**src/rtl/shift_seq8_if.sv**
```systemverilog
// Request/result bundle between a shift client and the shift_seq8 sequencer.
// The master issues start/op/d_in/shamt; the slave answers with busy/done/d_out.
interface shift_seq8_if #(
  parameter int WIDTH   = 8,
  parameter int SHAMT_W = 3
);
  logic               start;
  logic [1:0]         op;
  logic [WIDTH-1:0]   d_in;
  logic [SHAMT_W-1:0] shamt;
  logic               busy;
  logic               done;
  logic [WIDTH-1:0]   d_out;

  modport master (
    output start, op, d_in, shamt,
    input  busy, done, d_out
  );

  modport slave (
    input  start, op, d_in, shamt,
    output busy, done, d_out
  );
endinterface

```
**src/rtl/shift_seq8.sv**
```systemverilog
// Multi-cycle shift sequencer: splits a 0..7 shift into steps of at most STEP_MAX
// so the downstream combinational shifter only needs a narrow shift amount.
module shift_seq8 #(
  parameter int WIDTH    = 8,
  parameter int SHAMT_W  = 3,
  parameter int STEP_MAX = 3
) (
  input  logic         clk,
  input  logic         reset,
  shift_seq8_if.slave  bus
);

  typedef enum logic [1:0] {IDLE, SHIFT, DONE} state_t;

  localparam logic [1:0] OP_NOP = 2'b00;
  localparam logic [1:0] OP_LSL = 2'b01;
  localparam logic [1:0] OP_LSR = 2'b10;
  localparam logic [1:0] OP_ASR = 2'b11;
  localparam logic [SHAMT_W-1:0] STEP_LIM = SHAMT_W'(STEP_MAX);

  state_t             state_reg, state_next;
  logic [WIDTH-1:0]   work_reg, work_next;
  logic [WIDTH-1:0]   d_out_reg, d_out_next;
  logic [SHAMT_W-1:0] rem_reg, rem_next;
  logic [1:0]         op_reg, op_next;
  logic [SHAMT_W-1:0] step;
  logic [WIDTH-1:0]   shifted;

  assign step = (rem_reg > STEP_LIM) ? STEP_LIM : rem_reg;

  // ASR fills from bit WIDTH-1 of the current working value, so sign persists across steps
  always_comb begin
    shifted = work_reg;
    case (op_reg)
      OP_LSL:  shifted = work_reg << step;
      OP_LSR:  shifted = work_reg >> step;
      OP_ASR:  shifted = $unsigned($signed(work_reg) >>> step);
      default: shifted = work_reg;
    endcase
  end

  always_ff @(posedge clk or posedge reset) begin
    if (reset) begin
      state_reg <= IDLE;
      work_reg  <= '0;
      d_out_reg <= '0;
      rem_reg   <= '0;
      op_reg    <= OP_NOP;
    end else begin
      state_reg <= state_next;
      work_reg  <= work_next;
      d_out_reg <= d_out_next;
      rem_reg   <= rem_next;
      op_reg    <= op_next;
    end
  end

  always_comb begin
    state_next = state_reg;
    work_next  = work_reg;
    d_out_next = d_out_reg;
    rem_next   = rem_reg;
    op_next    = op_reg;
    case (state_reg)
      IDLE: begin
        if (bus.start) begin
          op_next   = bus.op;
          work_next = bus.d_in;
          rem_next  = bus.shamt;
          if (bus.shamt == '0 || bus.op == OP_NOP) begin
            state_next = DONE;
            d_out_next = bus.d_in;
          end else begin
            state_next = SHIFT;
          end
        end
      end
      SHIFT: begin
        work_next = shifted;
        rem_next  = rem_reg - step;
        // Last step: publish the result on the same edge that enters DONE
        if (rem_reg == step) begin
          state_next = DONE;
          d_out_next = shifted;
        end
      end
      DONE:    state_next = IDLE;
      default: state_next = IDLE;
    endcase
  end

  assign bus.busy  = (state_reg == SHIFT);
  assign bus.done  = (state_reg == DONE);
  assign bus.d_out = d_out_reg;

endmodule

```
**src/flat_wrapper.sv**
```systemverilog
// flat-port wrapper written by rule: the top's interface ports become plain ports
module shift_seq8_flat 
#(
  parameter int WIDTH    = 8,
  parameter int SHAMT_W  = 3,
  parameter int STEP_MAX = 3
)
  (clk, reset, bus_start, bus_op, bus_d_in, bus_shamt, bus_busy, bus_done, bus_d_out);
  shift_seq8_if #(.WIDTH(WIDTH), .SHAMT_W(SHAMT_W)) bus_i ();
  input  logic clk;
  input  logic reset;
  input wire logic [$bits(bus_i.start)-1:0] bus_start;
  input wire logic [$bits(bus_i.op)-1:0] bus_op;
  input wire logic [$bits(bus_i.d_in)-1:0] bus_d_in;
  input wire logic [$bits(bus_i.shamt)-1:0] bus_shamt;
  output wire logic [$bits(bus_i.busy)-1:0] bus_busy;
  output wire logic [$bits(bus_i.done)-1:0] bus_done;
  output wire logic [$bits(bus_i.d_out)-1:0] bus_d_out;
  assign bus_i.start = bus_start;
  assign bus_i.op = bus_op;
  assign bus_i.d_in = bus_d_in;
  assign bus_i.shamt = bus_shamt;
  assign bus_busy = bus_i.busy;
  assign bus_done = bus_i.done;
  assign bus_d_out = bus_i.d_out;
  shift_seq8 #(.WIDTH(WIDTH), .SHAMT_W(SHAMT_W), .STEP_MAX(STEP_MAX)) u_core (.clk(clk), .reset(reset), .bus(bus_i));
endmodule
```
**config.mk**
```make
export PLATFORM = sky130hd
export DESIGN_NAME = shift_seq8_flat
export DESIGN_NICKNAME = d
export VERILOG_FILES = /design/src/rtl/shift_seq8_if.sv /design/src/rtl/shift_seq8.sv /design/src/flat_wrapper.sv
export SDC_FILE = /design/constraint.sdc
export NUM_CORES = 1
export LEC_CHECK = 0
export ABC_CLOCK_PERIOD_IN_PS = 2700
export CAP_MARGIN = 15
export CELL_PAD_IN_SITES_DETAIL_PLACEMENT = 0
export CELL_PAD_IN_SITES_GLOBAL_PLACEMENT = 2
export CORE_UTILIZATION = 32
export CTS_CLUSTER_DIAMETER = 40
export DETAILED_ROUTE_END_ITERATION = 8
export MAX_ROUTING_LAYER = met4
export PLACE_DENSITY = 0.79
export SLEW_MARGIN = 0
export SYNTH_ARGS = -nofsm -noshare
export SYNTH_HDL_FRONTEND = slang
export SYNTH_SLANG_ARGS = --single-unit
```
**constraint.sdc**
```tcl
create_clock -name clk -period 2.7 [get_ports clk]
set_clock_uncertainty 0.05 [all_clocks]
set_input_delay 0.54 -clock clk [delete_from_list [all_inputs] [get_ports clk]]
set_output_delay 0.54 -clock clk [all_outputs]
set_load 0.01 [all_outputs]
```
==> key figures <==
Synth
  – Synth Flop Type: dfrtp_1
  – Part of the Yosys area used for sequential elements: between 30% and 40%
  – FF+latch count, synth: 23
  – Async SR Flop Fraction: 100%
  – YS warnings: 0
  – Avg Cell Area, Syn: between 8 and 9 µm²
  – Synthesized area: 1650 µm²
  – Post-synth EDFFs: 0
  – Post-Syn Nets: between 200 and 250
  – Synth unique cells: 43
  – Mapped Cells: around 190

Critical path
  – Critical Path AT: around 2.5 ns
  – Setup crit end kind: flip-flop
  – RR Endpoint: u_core.bus.d_out[7]$_DFFE_PP0P_
  – Cell at the slowest stage of the critical path: dfrtp_1
  – Crit Path Category: flip-flop to flip-flop
  – R2r worst-path depth: 5
  – CP top delay family: multiplexers
  – Critical R2R Launch: u_core.rem_reg[2]$_DFFE_PP0P_
  – R2r setup slk: roughly 0.34 ns
  – Req. time, crit path: 2.81 ns
  – CP max FO: 16
  – Most used cell along the critical path: nor2_1
  – CP Launch Type: flip-flop
  – Critical path buffer and inverter count: 0
  – Critical path cell sequence: nor2_1, mux4_2, a311oi_2, nor2_1, mux2_2
  – CP peak stage delay: ~0.56 ns

Layout
  – Layout area overhead: 21.3%
  – Sequential Area: 576 µm²
  – ANT cells: 0
  – Share of cells above drive strength 1: approximately 13%
  – Final-stage net count: ~230
  – Filler cells: 487
  – Multi-input gate area: between 900 and 1000 µm²

Drt
  – Initial DRC Count: between 100 and 150
  – Post-DR wirelength/cell: about 17 µm
  – Vias: roughly 1600
  – Final WL: ~4600 µm
  – Via/cell ratio: 5.65
  – DRC: 0
  – DR pass1 iterations: 4
  – Antenna viol nets, final: 0

Timing
  – Final setup viols: 0
  – Highest clock rate: 424 MHz
  – Worst-margin pin slew: 0.747 ns
  – Fin Setup TNS: 0 ns
  – Tmin final: roughly 2.4 ns
  – Unrepaired setup endpoints after global routing: no
  – Slew margin rel.: between 50 and 60%
  – Slew Limit Fails: 0
  – Final Hold Viols: 0
  – Period utilization: 87.4%

Global routing
  – Met2 usage: 29.8%
  – First-pass GRT wire length: approximately 7900 µm
  – Largest net degree at the start of global routing: 24
  – Vias in the first global route: around 1600
  – Met3 Usage GRT: under 10%
  – Gr usage total: 19.8%
  – Initial antenna violation count: 0
  – Gr ovfl total: 0
  – Met1 usage: between 20 and 30%
  – Grt peak-use layer: met2

Power
  – Leakage: between 0.7 and 0.8 nW
  – Design Power: approximately 0.0026 W
  – Comb pwr share: roughly 60%
  – Sequential power share: between 30% and 40%
  – Psw: roughly 0.0012 W
  – Sw frac: a little under half
  – Power Internal: roughly 0.0014 W
  – Power share of the clock group: 8.4%
  – Peak VDD IR: ~0.56 mV
  – Pwr Density: 1300 nW/µm²

Clock tree
  – Root Buffer: clkbuf_8
  – Hold Buf Count CTS: 0
  – Register clock-pin slew on the reported worst setup and hold paths: 0.08 ns
  – # resized after CTS: 0
  – CTS tree: done
  – Setup Buffers After CTS: 0
  – Max Buffers Root-to-Sink: 2
  – CTS Buf Count: 3
  – Clock sink count: 23
  – Htree depth: 1
  – Clock latency on the worst-skew pair: ~0.27 ns

Worst hold path
  – Hold depth: 1
  – Hold Path Origin: u_core.bus.d_out[3]$_DFFE_PP0P_
  – WHS Endpoint: u_core.bus.d_out[3]$_DFFE_PP0P_
  – HP Class: flip-flop to flip-flop

Die
  – Boundary pin count: 26
  – Die W: approximately 74 µm
  – Die ar.: about 5500 µm²
  – Initial Utilization: 34.1%
  – Std cell rows: 25
  – Die H: 73.9 µm
  – Core area: between 4000 and 5000 µm²

Run
  – Max cap viols: 0

Placed design
  – IO Port Bufs: 25
  – DP HPWL: 3390 µm
  – Final GP Congestion: 0.858

Status
  – Status: finished clean
## kinds of logic (layout without fill, tap and decap cells)
kind of cell	Yosys count	count (layout)	synth area share (%)
DFF	23	23	34.8
muxes	16	16	12.0
adders and majority gates	1	1	0.757
and+or+nand+nor	63	63	19.2
buffers and inverters	23	42	5.98
AOI/OAI and AO/OA	63	63	27.3
## worst register-to-register path, delay by kind of cell, from the launching register on
family | cells | cell delay [ns]
AO/OA/AOI/OAI | 1 | 0.35
flip-flops | 1 | 0.56
multiplexers | 2 | 0.67
AND/OR/NAND/NOR | 2 | 0.62
## layout make-up
| cell class | count | share of cell area (%) |
|---|---|---|
| Clock buffer | 4 | 2.25 |
| Inverter | 7 | 1.31 |
| Multi-Input combinational cell | 143 | 48.8 |
| Sequential cell | 23 | 28.7 |
| Tap cell | 67 | 4.18 |
| Timing Repair Buffer | 31 | 14.7 |
## worst max path at each step
stage	from	end	slack, ns	cells past startpoint
final	u_core.rem_reg[2]$_DFFE_PP0P_	u_core.bus.d_out[7]$_DFFE_PP0P_	0.34	5
after floorplan	u_core.rem_reg[0]$_DFFE_PP0P_	u_core.bus.d_out[4]$_DFFE_PP0P_	0.59	9
after detailed placement	bus_shamt[1]	u_core.bus.d_out[4]$_DFFE_PP0P_	0.33	5
after global placement	u_core.rem_reg[2]$_DFFE_PP0P_	u_core.bus.d_out[7]$_DFFE_PP0P_	0.38	5
after global routing	u_core.rem_reg[0]$_DFFE_PP0P_	u_core.bus.d_out[6]$_DFFE_PP0P_	0.16	6
after CTS	u_core.rem_reg[2]$_DFFE_PP0P_	u_core.bus.d_out[7]$_DFFE_PP0P_	0.34	5
## per-layer routing
layer	up-vias	share of wire [%]
met5	-	0
met4	0	0.89
met3	5	4.7
met2	56	46
met1	751	49
li1	742	-
## power groups by stage
stage | clock [W] | sequential [W] | combinational [W]
after floorplan | 0 | 0.000674 | 0.00120
after global placement | 0 | 0.000865 | 0.00149
after detailed placement | 0 | 0.000866 | 0.00151
after CTS | 0.000227 | 0.000860 | 0.00151
after global routing | 0.000246 | 0.000912 | 0.00168
final | 0.000218 | 0.000867 | 0.00151
## cells in the mapped netlist (3+ instances only)
library cell  count  share of area (%)
clkbuf_1         10                2.3
nor2b_1           5                1.9
or3_1             3                1.1
mux2i_1           4                2.4
dfrtp_1          23                 35
mux2_2           10                6.8
a31oi_1           6                2.3
nand2_1          14                3.2
nand2b_1          7                2.6
o22ai_1          10                3.8
a21oi_1          11                3.3
a32o_1            3                1.8
nor3_1            3               0.91
inv_1             7                1.6
o21ai_0           8                2.4
nor2_1           18                4.1
nor3b_1           4                1.8
buf_2             4                1.2
## through the flow
step | hold slack [ns] | utilization (%) | worst slack, ns | instances | instance area (µm²)
2_1_floorplan | 0.473 | - | 0.586 | 189 | 1650
3_3_place_gp | 0.441 | 40.4 | 0.383 | 271 | 1960
3_5_place_dp | 0.445 | 40.4 | 0.334 | 271 | 1960
4_1_cts | 0.465 | 41.3 | 0.345 | 275 | 2000
5_1_grt | 0.493 | 41.3 | 0.160 | 275 | 2000
6_report | 0.462 | 41.3 | 0.341 | 275 | 2000
## placed cells by master, fill, tap and decap left out, types with 2 or more instances in the layout
| cell type | count |
|---|---|
| or3_1 | 3 |
| nor2_1 | 18 |
| o22ai_1 | 10 |
| nand2b_1 | 7 |
| clkdlybuf4s50_1 | 25 |
| nand2_1 | 14 |
| o31ai_1 | 2 |
| a211oi_1 | 2 |
| and3_1 | 2 |
| o21ai_0 | 8 |
| a31oi_1 | 6 |
| a21o_1 | 2 |
| a32oi_1 | 2 |
| clkbuf_8 | 3 |
| a221oi_1 | 2 |
| inv_1 | 7 |
| mux2i_1 | 4 |
| a211oi_2 | 2 |
| a32o_1 | 3 |
| mux2_2 | 10 |
| o211a_1 | 2 |
| and2_1 | 2 |
| or2_2 | 2 |
| nor2b_1 | 5 |
| nor3b_1 | 4 |
| buf_4 | 6 |
| o211ai_1 | 2 |
| o2bb2ai_1 | 2 |
| mux4_2 | 2 |
| a21oi_1 | 11 |
| nor3_1 | 3 |
| dfrtp_1 | 23 |
Power figures use the tool's default switching activity.
